$ cat src/rtl/up_down_step_driver.sv
// Step/direction driver that walks a position mirror toward a requested target.
// Optional abort support is enabled by defining UP_DOWN_STEP_DRIVER_ABORT_EN.
module up_down_step_driver #(
    parameter int unsigned INPUT_BIT_WIDTH = 8,
    parameter int unsigned STEP_PERIOD     = 4,
    parameter int unsigned SETUP_CYCLES    = 1
) (
    input  logic                       Clk,
    input  logic                       Reset,
    input  logic [INPUT_BIT_WIDTH-1:0] Target,
    input  logic                       TargetValid,
    output logic                       TargetReady,
    output logic                       UpDownMode,
    output logic                       Step,
    output logic [INPUT_BIT_WIDTH-1:0] Position,
    output logic                       Busy,
    output logic                       Done
`ifdef UP_DOWN_STEP_DRIVER_ABORT_EN
    ,
    input  logic                       Abort,
    output logic                       Aborted
`endif
);

    localparam int unsigned CNT_MAX   = (SETUP_CYCLES > STEP_PERIOD) ? SETUP_CYCLES : STEP_PERIOD;
    localparam int unsigned CNT_W     = (CNT_MAX > 1) ? $clog2(CNT_MAX) : 1;
    localparam int unsigned SETUP_LD  = (SETUP_CYCLES >= 1) ? SETUP_CYCLES - 1 : 0;
    localparam int unsigned WAIT_LD   = (STEP_PERIOD >= 2) ? STEP_PERIOD - 2 : 0;
    localparam bit          BACK2BACK = (STEP_PERIOD <= 1);

    typedef enum logic [2:0] {
        S_IDLE,
        S_SETUP,
        S_STEP,
        S_WAIT,
        S_DONE
    } state_e;

    state_e                       state_q;
    logic [INPUT_BIT_WIDTH-1:0]   pos_q;
    logic [INPUT_BIT_WIDTH-1:0]   target_q;
    logic [CNT_W-1:0]             cnt_q;
    logic                         updown_q;
    logic                         step_q;
    logic                         busy_q;
    logic                         done_q;
    logic                         ready_q;
    logic                         abort_req;
    logic [INPUT_BIT_WIDTH-1:0]   pos_next;

`ifdef UP_DOWN_STEP_DRIVER_ABORT_EN
    logic                         aborted_q;
    assign abort_req = Abort;
    assign Aborted   = aborted_q;
`else
    assign abort_req = 1'b0;
`endif

    // Position after the strobe currently on the wire; never wraps because moves are monotonic.
    assign pos_next = updown_q ? (pos_q + INPUT_BIT_WIDTH'(1)) : (pos_q - INPUT_BIT_WIDTH'(1));

    always_ff @(posedge Clk or negedge Reset) begin
        if (!Reset) begin
            state_q   <= S_IDLE;
            pos_q     <= '0;
            target_q  <= '0;
            cnt_q     <= '0;
            updown_q  <= 1'b1;
            step_q    <= 1'b0;
            busy_q    <= 1'b0;
            done_q    <= 1'b0;
            ready_q   <= 1'b1;
`ifdef UP_DOWN_STEP_DRIVER_ABORT_EN
            aborted_q <= 1'b0;
`endif
        end else begin
            step_q    <= 1'b0;
            done_q    <= 1'b0;
`ifdef UP_DOWN_STEP_DRIVER_ABORT_EN
            aborted_q <= 1'b0;
`endif
            case (state_q)
                S_IDLE: begin
                    if (TargetValid) begin
                        target_q <= Target;
                        ready_q  <= 1'b0;
                        if (Target == pos_q) begin
                            state_q <= S_DONE;
                            done_q  <= 1'b1;
                        end else begin
                            state_q  <= S_SETUP;
                            updown_q <= (Target > pos_q);
                            busy_q   <= 1'b1;
                            cnt_q    <= CNT_W'(SETUP_LD);
                        end
                    end
                end

                S_SETUP: begin
                    if (abort_req) begin
                        state_q   <= S_DONE;
                        busy_q    <= 1'b0;
                        done_q    <= 1'b1;
`ifdef UP_DOWN_STEP_DRIVER_ABORT_EN
                        aborted_q <= 1'b1;
`endif
                    end else if (cnt_q == CNT_W'(0)) begin
                        state_q <= S_STEP;
                        step_q  <= 1'b1;
                    end else begin
                        cnt_q <= cnt_q - CNT_W'(1);
                    end
                end

                // The strobe is on the wire this cycle; the mirror follows it on this edge.
                S_STEP: begin
                    pos_q <= pos_next;
                    if (pos_next == target_q) begin
                        state_q <= S_DONE;
                        busy_q  <= 1'b0;
                        done_q  <= 1'b1;
                    end else if (abort_req) begin
                        state_q   <= S_DONE;
                        busy_q    <= 1'b0;
                        done_q    <= 1'b1;
`ifdef UP_DOWN_STEP_DRIVER_ABORT_EN
                        aborted_q <= 1'b1;
`endif
                    end else if (BACK2BACK) begin
                        state_q <= S_STEP;
                        step_q  <= 1'b1;
                    end else begin
                        state_q <= S_WAIT;
                        cnt_q   <= CNT_W'(WAIT_LD);
                    end
                end

                S_WAIT: begin
                    if (abort_req) begin
                        state_q   <= S_DONE;
                        busy_q    <= 1'b0;
                        done_q    <= 1'b1;
`ifdef UP_DOWN_STEP_DRIVER_ABORT_EN
                        aborted_q <= 1'b1;
`endif
                    end else if (cnt_q == CNT_W'(0)) begin
                        state_q <= S_STEP;
                        step_q  <= 1'b1;
                    end else begin
                        cnt_q <= cnt_q - CNT_W'(1);
                    end
                end

                S_DONE: begin
                    state_q <= S_IDLE;
                    ready_q <= 1'b1;
                end

                default: begin
                    state_q <= S_IDLE;
                    busy_q  <= 1'b0;
                    ready_q <= 1'b1;
                end
            endcase
        end
    end

    assign TargetReady = ready_q;
    assign UpDownMode  = updown_q;
    assign Step        = step_q;
    assign Position    = pos_q;
    assign Busy        = busy_q;
    assign Done        = done_q;

endmodule

$ cat config.mk
export PLATFORM = sky130hd
export DESIGN_NAME = up_down_step_driver
export DESIGN_NICKNAME = d
export VERILOG_FILES = /design/src/rtl/up_down_step_driver.sv
export SDC_FILE = /design/constraint.sdc
export NUM_CORES = 1
export LEC_CHECK = 0
export BUFFER_PORTS_ARGS = -buffer_cell sky130_fd_sc_hd__buf_2
export CAP_MARGIN = 40
export CORE_UTILIZATION = 52
export DETAILED_ROUTE_END_ITERATION = 7
export GPL_TIMING_DRIVEN = 0
export PLACE_DENSITY = 0.74
export SYNTH_ARGS = -nofsm -noshare
export SYNTH_HDL_FRONTEND = slang
export SYNTH_SLANG_ARGS = --single-unit
$ cat constraint.sdc
create_clock -name Clk -period 2.25 [get_ports Clk]
set_input_delay 0.45 -clock Clk [delete_from_list [all_inputs] [get_ports Clk]]
set_output_delay 0.45 -clock Clk [all_outputs]
set_load 0.01 [all_outputs]
==> summary.json, run 1 <==
{
  "vias_per_cell": 5.739,
  "post-synth-top-count-cell": "dfrtp_1",
  "clockRootBuffer": "clkbuf_4",
  "timing.critical_path.from_type": "flip-flop",
  "yosys_register_bits": 26,
  "status": "complete, but fails checks",
  "routed_wl_um": 4342,
  "antenna_violation_net_count_after_detailed_routing": 0,
  "groute.usage.overall": 0.2508,
  "io_buffers": 23,
  "diodes_inserted": 0,
  "worst_skew_pair.late_latency_ns": 0.33,
  "worst_clock_skew_ns": 0.009431,
  "route.detailed.wl_per_inst_um": 16.20,
  "grt_antenna_before_repair": 0,
  "worstPathBufferInverterCount": 1,
  "drt-pass1-iter-count": 4,
  "synth.top_cells.by_count": "dfrtp_1, ha_1, inv_1",
  "die_area_mm2": 0.003809,
  "clk_path_buf_depth": 2,
  "finalSetupViolations": 8,
  "grt_start_max_net_pins": 27,
  "critPathCaptureType": "flip-flop",
  "cts-buffers-inserted": 3,
  "io_pins": 24,
  "ys.warnings.count": 0,
  "violations": "negative setup slack",
  "dr.first_iter.drc_count": 46,
  "avgSynthCellArea_um2": 9.759,
  "placement.setup.worst_slack_ns": -0.2875,
  "yosys-top-cells-area": "dfrtp_1, ha_1, xnor2_1",
  "final.setup.worst_slack_ns": -0.2382,
  "area.growth.synth_to_final_pct": 20.04,
  "synth_seq_area_share": 0.3522,
  "critPathKind": "reg -> reg",
  "cts_hold_buf": 0,
  "number_of_synthesized_flops_with_an_enable_pin": 0,
  "hpwl_um": 3260,
  "numClockSinks": 26,
  "finalNetCount": 250,
  "synth.cell_area_mm2": 0.001854,
  "critical_path_max_stage_delay_ns": 0.67,
  "gr-total-overflow": 0,
  "timing_hold_violations_final": 0,
  "path_cells": "inv_6, ha_4, nand2b_4, a211oi_4, mux2i_1, nor4_2, nand4_1, o31a_1",
  "path_clk_slew_ns": 0.15,
  "max_freq_ghz": 0.4019,
  "netlist_instances": 190,
  "hold_path_class": "in -> async",
  "finalSetupTns_ns": -1.400,
  "via_count": 1538,
  "postSynth.topFlopCell": "dfrtp_1",
  "grt_pass1_vias": 1465,
  "required_ns": 2.48,
  "final.min_clock_period_ns": 2.488,
  "synth_nets": 217,
  "die_w_um": 61.72,
  "floorplan.core_area_mm2": 0.003363,
  "post-route-drc-count": 0,
  "synth_top_cell_area_share": 0.3239,
  "netlist_cell_types": 55,
  "grt_first_pass_wirelength_um": 6893,
  "grt_setup_unrepaired": "true",
  "tightestPinTransition_ns": 0.6236,
  "final_max_slew_viol_count": 0,
  "drv.max_cap_violation_count": 0,
  "htree_num_levels": 1,
  "cp_data_arrival_time_ns": 2.71,
  "post_route_cells_drive_above_1_share": 0.3514,
  "worstPathMaxFanout": 7,
  "tritoncts": "yes",
  "worst_path_dominant_cell_family": "flip-flops",
  "layout_worst_path_cycle_share": 1.106,
  "critPathSlowestCell": "dfstp_2",
  "asyncSetResetFlopFracSynth": 1.000,
  "initial_cell_density_of_the_core": 0.5513,
  "std_cell_rows": 21,
  "maxSlewHeadroom": 0.5842,
  "synth_largest_area_cell": "dfrtp_1",
  "global_placer_s_final_weighted_congestion": 0.8808,
  "chipHeight_um": 61.72
}
==> worst reg2reg max path, delay by kind of cell (launching register included) <==
family | cells | cell delay [ns]
adder cells (fa/ha/maj) | 1 | 0.31
flip-flops | 1 | 0.67
buffers and inverters | 1 | 0.10
multiplexers | 1 | 0.15
AND/OR/NAND/NOR | 3 | 0.60
AO/OA/AOI/OAI | 2 | 0.55
==> logic make-up (layout without fill, tap and decap cells) <==
kind of cell    after synthesis  in the layout  synth area share
simple gates                 55             55            0.1626
compound gates               46             46            0.1795
flops                        26             26            0.3522
buf+inv                      21             53           0.05465
fa+ha+maj                    16             16            0.1120
xor+xnor                     16             16           0.07963
mux                          10             10           0.05938
==> stage by stage <==
stage          hold slack (ns)  cells  instance area, um^2  utilization
2_1_floorplan           0.1544    190                 1944            -
3_3_place_gp            0.4781    259                 2117       0.6295
3_5_place_dp            0.4773    259                 2117       0.6295
4_1_cts                 0.1193    266                 2195       0.6525
5_1_grt                 0.1469    268                 2226       0.6618
6_report                0.1064    268                 2226       0.6618
==> placed cells by master (no fill, tap or decap), types with 2 or more instances in the layout <==
cell,count
a31oi_1,2
inv_1,14
ha_4,4
dfrtp_1,23
buf_2,24
nor2_4,2
xnor2_2,3
nand4_1,4
ha_1,11
dfstp_2,2
clkbuf_4,3
xnor2_1,10
and3_1,2
a21oi_1,7
mux2_2,8
mux2i_1,2
o21a_1,2
xor2_1,3
clkbuf_8,2
nor3_1,2
a21o_1,3
nand2b_1,2
a211oi_1,2
a32o_2,2
o21ai_1,2
o21ai_0,11
buf_6,2
nand3b_1,2
nor4_2,2
nor2_1,13
nand2_1,13
buf_4,6
==> path summary, 6_finish.rpt <==
check	startpoint	end	slack (ns)	depth (start not counted)
setup / recovery	UpDownMode	state_q[0]	-0.24	8
hold / removal	Reset	Position[6]	0.11	1
setup reg to reg	UpDownMode	state_q[0]	-0.24	8
hold reg to reg	TargetReady	TargetReady	0.50	2
max in group asynchronous	Reset	Position[0]	1.70	1
min in group Clk	Target[5]	target_q[5]	0.35	2
==> metal layers <==
metal / vias to the layer above / global-route usage / routed length, um
met1: 749 / 0.3451 / 2026
li1: 750 / - / -
met3: 4 / 0.02070 / 123
met2: 35 / 0.4316 / 2156
met4: 0 / 0.05714 / 35
met5: - / 0 / 0
==> what timing repair did <==
action / 4_1_cts / 5_1_grt
cloned: 0 / 0
endpoints found under the setup margin: 8 / 8
gates resized for setup: 4 / 3
buffers inserted: 3 / 2
pin swaps: 5 / 1
==> state kept, by name, indices dropped and copies added, names as in the netlist <==
| signal | cells |
|---|---|
| state_q | 3 |
| TargetReady | 1 |
| Step | 1 |
| Busy | 1 |
| target_q | 8 |
| Done | 1 |
| UpDownMode | 1 |
| cnt_q | 2 |
| Position | 8 |
==> area by class of cell <==
cell class	count	area, um^2
multi-input combinational	143	1211
tap	46	57.56
buffer	6	52.55
fill	310	1137
inverter	15	61.31
timing repair buffer	28	152.6
clock buffer	4	36.28
sequential	26	654.4
Power of run 1 is left out: the tool's default activity adds up to more than one toggle a clock period on the data nets, which glitch-free logic cannot reach.
==> run 2: changes to the inputs <==
CORE_UTILIZATION = 40   (was 52)
PLACE_DENSITY = 0.59   (was 0.74)
==> summary.json, run 2 (synthesis results as in run 1) <==
{
  "violations": {"value": "negative setup slack", "change": "unchanged"},
  "worstPathMaxFanout": {"value": 4, "change": "was 7"},
  "final.setup.worst_slack": {"value": -0.1496, "unit": "ns", "change": "was -0.2382 ns"},
  "io_pins": {"value": 24, "change": "unchanged"},
  "die_area": {"value": 0.004912, "unit": "mm^2", "change": "was 0.003809 mm^2"},
  "cts-buffers-inserted": {"value": 3, "change": "unchanged"},
  "status": {"value": "complete, but fails checks", "change": "unchanged"},
  "antenna_violation_net_count_after_detailed_routing": {"value": 0, "change": "unchanged"},
  "htree_num_levels": {"value": 1, "change": "unchanged"},
  "worst_clock_skew": {"value": 0.01140, "unit": "ns", "change": "was 0.009431 ns"},
  "global_placer_s_final_weighted_congestion": {"value": 0.8370, "change": "was 0.8808"},
  "vias_per_cell": {"value": 5.507, "change": "was 5.739"},
  "via_count": {"value": 1509, "change": "was 1538"},
  "path_cells": {"value": "inv_1, fa_1, nand2b_4, a211oi_4, mux2i_1, nor4_2, nand4_1, o31a_1", "change": "was inv_6, ha_4, nand2b_4, a211oi_4, mux2i_1, nor4_2, nand4_1, o31a_1"},
  "groute.usage.overall": {"value": 0.1882, "change": "was 0.2508"},
  "grt_pass1_vias": {"value": 1514, "change": "was 1465"},
  "floorplan.core_area": {"value": 0.004414, "unit": "mm^2", "change": "was 0.003363 mm^2"},
  "timing.critical_path.from_type": {"value": "flip-flop", "change": "unchanged"},
  "critPathSlowestCell": {"value": "dfrtp_1", "change": "was dfstp_2"},
  "critPathKind": {"value": "reg -> reg", "change": "unchanged"},
  "hold_path_class": {"value": "in -> async", "change": "unchanged"},
  "grt_first_pass_wirelength": {"value": 7258, "unit": "um", "change": "was 6893 um"},
  "rrSetupSlack": {"value": -0.15, "unit": "ns", "change": "was -0.24 ns"},
  "grt_setup_unrepaired": {"value": "true", "change": "unchanged"},
  "maxSlewHeadroom": {"value": 0.5837, "change": "was 0.5842"},
  "cp_data_arrival_time": {"value": 2.58, "unit": "ns", "change": "was 2.71 ns"},
  "die_w": {"value": 70.09, "unit": "um", "change": "was 61.72 um"},
  "finalNetCount": {"value": 250, "change": "unchanged"},
  "hpwl": {"value": 3308, "unit": "um", "change": "was 3260 um"},
  "critical_path_max_stage_delay": {"value": 0.41, "unit": "ns", "change": "was 0.67 ns"},
  "tritoncts": {"value": "yes", "change": "unchanged"},
  "dr.first_iter.drc_count": {"value": 50, "change": "was 46"},
  "layout.cells.most_common": {"value": "buf_2", "change": "unchanged"},
  "required": {"value": 2.43, "unit": "ns", "change": "was 2.48 ns"},
  "tightestPinTransition": {"value": 0.6245, "unit": "ns", "change": "was 0.6236 ns"},
  "path_clk_slew": {"value": 0.10, "unit": "ns", "change": "was 0.15 ns"},
  "chipHeight": {"value": 70.09, "unit": "um", "change": "was 61.72 um"},
  "io_buffers": {"value": 23, "change": "unchanged"},
  "critPathCaptureType": {"value": "flip-flop", "change": "unchanged"},
  "drt-pass1-iter-count": {"value": 4, "change": "unchanged"},
  "max_freq": {"value": 0.4167, "unit": "GHz", "change": "was 0.4019 GHz"},
  "routed_wl": {"value": 4335, "unit": "um", "change": "was 4342 um"},
  "area.growth.synth_to_final": {"value": 22.74, "unit": "%", "change": "was 20.04%"},
  "numClockSinks": {"value": 26, "change": "unchanged"},
  "worst_skew_pair.late_latency": {"value": 0.28, "unit": "ns", "change": "was 0.33 ns"},
  "std_cell_rows": {"value": 24, "change": "was 21"},
  "final.min_clock_period": {"value": 2.400, "unit": "ns", "change": "was 2.488 ns"},
  "finalSetupViolations": {"value": 8, "change": "unchanged"},
  "clk_path_buf_depth": {"value": 2, "change": "unchanged"},
  "grt_start_max_net_pins": {"value": 27, "change": "unchanged"},
  "route.detailed.wl_per_inst": {"value": 15.82, "unit": "um", "change": "was 16.20 um"},
  "timing_hold_violations_final": {"value": 0, "change": "unchanged"},
  "finalSetupTns": {"value": -0.8333, "unit": "ns", "change": "was -1.400 ns"},
  "place_area": {"value": 0.002125, "unit": "mm^2", "change": "was 0.002117 mm^2"},
  "initial_cell_density_of_the_core": {"value": 0.4201, "change": "was 0.5513"},
  "diodes_inserted": {"value": 0, "change": "unchanged"},
  "gr-total-overflow": {"value": 0, "change": "unchanged"},
  "layout_worst_path_cycle_share": {"value": 1.066, "change": "was 1.106"},
  "stdcell_area": {"value": 0.002276, "unit": "mm^2", "change": "was 0.002226 mm^2"},
  "post-route-drc-count": {"value": 0, "change": "unchanged"},
  "clockRootBuffer": {"value": "clkbuf_8", "change": "was clkbuf_4"},
  "grt_antenna_before_repair": {"value": 0, "change": "unchanged"},
  "final_max_slew_viol_count": {"value": 0, "change": "unchanged"},
  "commonest_cells_after_routing_fill_and_taps_aside": {"value": "buf_2, dfrtp_1, inv_1", "change": "unchanged"},
  "post_route_cells_drive_above_1_share": {"value": 0.3559, "change": "was 0.3514"},
  "drv.max_cap_violation_count": {"value": 0, "change": "unchanged"}
}
-- run 2: area by class of cell --
| type | instances | area (um^2) |
|---|---|---|
| Timing Repair Buffer | 28 | 152.6 |
| Multi-Input combinational cell | 143 | 1219 |
| Clock buffer | 3 | 41.29 |
| Inverter | 15 | 61.31 |
| Tap cell | 52 | 65.06 |
| Buffer | 6 | 52.55 |
| Sequential cell | 26 | 654.4 |
| Clock inverter | 1 | 30.03 |
| Fill cell | 420 | 2138 |
-- run 2: repair_timing --
item	CTS	global route
endpoints found under the setup margin	7	8
setup buffers	5	0
endpoints found under the hold margin	0	0
hold buffers	0	0
pin swaps	8	0
resized for setup	8	0
-- run 2: per-layer routing --
layer / GRT usage / vias to the layer above / wire [um]
met3: 0.03175 / 2 / 127
met5: 0 / - / 0
met4: 0.02667 / 0 / 12
li1: - / 743 / -
met1: 0.2454 / 739 / 2068
met2: 0.3333 / 25 / 2126
-- run 2: critical path: cells and delay by family, from the launching register on --
family / cells / cell delay, ns
mux: 1 / 0.13
flops: 1 / 0.41
compound gates: 2 / 0.52
simple gates: 3 / 0.73
fa+ha+maj: 1 / 0.41
buf+inv: 1 / 0.10
-- run 2: final timing paths --
| check | start | cells after the start | end |
|---|---|---|---|
| max | Position[1] | 8 | state_q[0] |
| min | Reset | 1 | Position[4] |
| max reg2reg | Position[1] | 8 | state_q[0] |
| min reg2reg | TargetReady | 2 | TargetReady |
| max in group asynchronous | Reset | 1 | Position[0] |
| min in group Clk | Target[4] | 2 | target_q[4] |
-- run 2: per-stage QoR --
| step | hold WS, ns | worst slack, ns | util | cells |
|---|---|---|---|---|
| 2_1_floorplan | 0.1544 | -0.04763 | - | 190 |
| 3_3_place_gp | 0.4786 | -0.2582 | 0.4813 | 265 |
| 3_5_place_dp | 0.4758 | -0.2779 | 0.4813 | 265 |
| 4_1_cts | 0.1870 | -0.1664 | 0.5156 | 274 |
| 5_1_grt | 0.2215 | -0.3153 | 0.5156 | 274 |
| 6_report | 0.1666 | -0.1496 | 0.5156 | 274 |
Power of run 2 is left out for the same reason.
==> run 3: changes to the inputs <==
GPL_ROUTABILITY_DRIVEN = 0   (was not set)
GPL_TIMING_DRIVEN = 1   (was 0)
==> summary.json, run 3 (synthesis results as in run 1) <==
{
  "htree_num_levels": {"value": 1, "change": "unchanged"},
  "final.setup.worst_slack": {"value": -0.1247, "unit": "ns", "change": "was -0.1496 ns"},
  "place_area": {"value": 0.002286, "unit": "mm^2", "change": "was 0.002125 mm^2"},
  "path_cells": {"value": "inv_6, ha_4, nand2b_4, a21oi_2, or3_2, o311ai_1, buf_4, and4_4, a41oi_1", "change": "was inv_1, fa_1, nand2b_4, a211oi_4, mux2i_1, nor4_2, nand4_1, o31a_1"},
  "grt_setup_unrepaired": {"value": "true", "change": "unchanged"},
  "route.detailed.wl_per_inst": {"value": 15.99, "unit": "um", "change": "was 15.82 um"},
  "diodes_inserted": {"value": 0, "change": "unchanged"},
  "tritoncts": {"value": "yes", "change": "unchanged"},
  "cp_data_arrival_time": {"value": 2.51, "unit": "ns", "change": "was 2.58 ns"},
  "max_freq": {"value": 0.4211, "unit": "GHz", "change": "was 0.4167 GHz"},
  "die_w": {"value": 70.09, "unit": "um", "change": "unchanged"},
  "tightestPinTransition": {"value": 0.6281, "unit": "ns", "change": "was 0.6245 ns"},
  "critical_path_max_stage_delay": {"value": 0.62, "unit": "ns", "change": "was 0.41 ns"},
  "commonest_cells_after_routing_fill_and_taps_aside": {"value": "buf_4, dfrtp_1, buf_2", "change": "was buf_2, dfrtp_1, inv_1"},
  "io_pins": {"value": 24, "change": "unchanged"},
  "std_cell_rows": {"value": 24, "change": "unchanged"},
  "critPathKind": {"value": "reg -> reg", "change": "unchanged"},
  "routed_wl": {"value": 4686, "unit": "um", "change": "was 4335 um"},
  "drt-pass1-iter-count": {"value": 4, "change": "unchanged"},
  "chipHeight": {"value": 70.09, "unit": "um", "change": "unchanged"},
  "via_count": {"value": 1619, "change": "was 1509"},
  "layout_worst_path_cycle_share": {"value": 1.055, "change": "was 1.066"},
  "post-route-drc-count": {"value": 0, "change": "unchanged"},
  "antenna_violation_net_count_after_detailed_routing": {"value": 0, "change": "unchanged"},
  "critPathSlowestCell": {"value": "dfstp_2", "change": "was dfrtp_1"},
  "worstPathMaxFanout": {"value": 7, "change": "was 4"},
  "clk_path_buf_depth": {"value": 2, "change": "unchanged"},
  "floorplan.core_area": {"value": 0.004414, "unit": "mm^2", "change": "unchanged"},
  "grt_pass1_vias": {"value": 1642, "change": "was 1514"},
  "post_route_cells_drive_above_1_share": {"value": 0.4315, "change": "was 0.3559"},
  "area_of_combinational_cells_with_multiple_inputs": {"value": 0.001236, "unit": "mm^2", "change": "was 0.001219 mm^2"},
  "final-seq-area": {"value": 654.4, "unit": "um^2", "change": "unchanged"},
  "timing.critical_path.from_type": {"value": "flip-flop", "change": "unchanged"},
  "violations": {"value": "negative setup slack", "change": "unchanged"},
  "io_buffers": {"value": 23, "change": "unchanged"},
  "area.growth.synth_to_final": {"value": 30.97, "unit": "%", "change": "was 22.74%"},
  "final_max_slew_viol_count": {"value": 0, "change": "unchanged"},
  "critPathCaptureType": {"value": "flip-flop", "change": "unchanged"},
  "finalSetupTns": {"value": -0.6882, "unit": "ns", "change": "was -0.8333 ns"},
  "hold_path_class": {"value": "in -> async", "change": "unchanged"},
  "drv.max_cap_violation_count": {"value": 0, "change": "unchanged"},
  "initial_cell_density_of_the_core": {"value": 0.4201, "change": "unchanged"},
  "groute.usage.overall": {"value": 0.1970, "change": "was 0.1882"},
  "vias_per_cell": {"value": 5.526, "change": "was 5.507"},
  "path_clk_slew": {"value": 0.10, "unit": "ns", "change": "about the same"},
  "numClockSinks": {"value": 26, "change": "unchanged"},
  "finalSetupViolations": {"value": 7, "change": "was 8"},
  "grt_start_max_net_pins": {"value": 27, "change": "unchanged"},
  "grt_antenna_before_repair": {"value": 0, "change": "unchanged"},
  "maxSlewHeadroom": {"value": 0.5812, "change": "was 0.5837"},
  "layout.filler_cells": {"value": 400, "change": "was 420"},
  "stdcell_area": {"value": 0.002429, "unit": "mm^2", "change": "was 0.002276 mm^2"},
  "status": {"value": "complete, but fails checks", "change": "unchanged"},
  "hpwl": {"value": 3585, "unit": "um", "change": "was 3308 um"},
  "finalNetCount": {"value": 269, "change": "was 250"},
  "clockRootBuffer": {"value": "clkbuf_8", "change": "unchanged"},
  "worst_skew_pair.late_latency": {"value": 0.27, "unit": "ns", "change": "was 0.28 ns"},
  "cts-buffers-inserted": {"value": 3, "change": "unchanged"},
  "required": {"value": 2.39, "unit": "ns", "change": "was 2.43 ns"},
  "dr.first_iter.drc_count": {"value": 68, "change": "was 50"},
  "die_area": {"value": 0.004912, "unit": "mm^2", "change": "unchanged"},
  "layout.cells.most_common": {"value": "buf_4", "change": "was buf_2"},
  "gr-total-overflow": {"value": 0, "change": "unchanged"},
  "timing_hold_violations_final": {"value": 0, "change": "unchanged"},
  "grt_first_pass_wirelength": {"value": 7610, "unit": "um", "change": "was 7258 um"},
  "final.min_clock_period": {"value": 2.375, "unit": "ns", "change": "was 2.400 ns"},
  "worst_clock_skew": {"value": 0.005525, "unit": "ns", "change": "was 0.01140 ns"}
}
[run 3: worst paths after layout]
path | from | to | slack, ns | cells after the start
max in group asynchronous | Reset | Position[0] | 1.62 | 1
worst max register to register | UpDownMode | cnt_q[1] | -0.12 | 9
worst max-delay path | UpDownMode | cnt_q[1] | -0.12 | 9
min in group Clk | Target[0] | target_q[0] | 0.42 | 2
worst min-delay path | Reset | Position[6] | 0.18 | 1
worst min register to register | TargetReady | TargetReady | 0.50 | 2
[run 3: area by class of cell]
cell class,instances,area share
Sequential cell,26,0.2694
Clock inverter,1,0.01236
Clock buffer,3,0.01700
Timing Repair Buffer,53,0.1401
Multi-Input combinational cell,143,0.5090
Inverter,15,0.02524
Tap cell,52,0.02679
[run 3: layer usage]
metal  vias to the layer above  part of all wire  GRT usage
li1                        785                 -          -
met1                       785              0.47     0.2523
met2                        43              0.49     0.3483
met3                         6             0.033    0.03319
met4                         0             0.010    0.04000
met5                         -                 0          0
[run 3: critical path, delay by kind of cell, from the launching register on]
family	cells	cell delay, ns
AOI/OAI and AO/OA	3	0.29
buffers and inverters	2	0.25
and+or+nand+nor	3	0.82
adders and majority gates	1	0.25
DFF	1	0.62
[run 3: through the flow]
step	cells	hold WS, ns	util	worst slack (ns)
floorplan	190	0.1544	-	-0.04763
global placement	287	0.4786	0.5179	-0.1071
detailed placement	287	0.4856	0.5179	-0.1252
CTS	293	0.2057	0.5439	-0.1244
global route	293	0.2310	0.5502	-0.2294
finish	293	0.1838	0.5502	-0.1247
[run 3: what timing repair did]
action / 4_1_cts / 5_1_grt
setup buffers: 2 / 0
resized for setup: 4 / 7
pin swaps: 4 / 3
hold buffers: 0 / 0
endpoints found under the setup margin: 8 / 8
Power of run 3 is left out for the same reason.
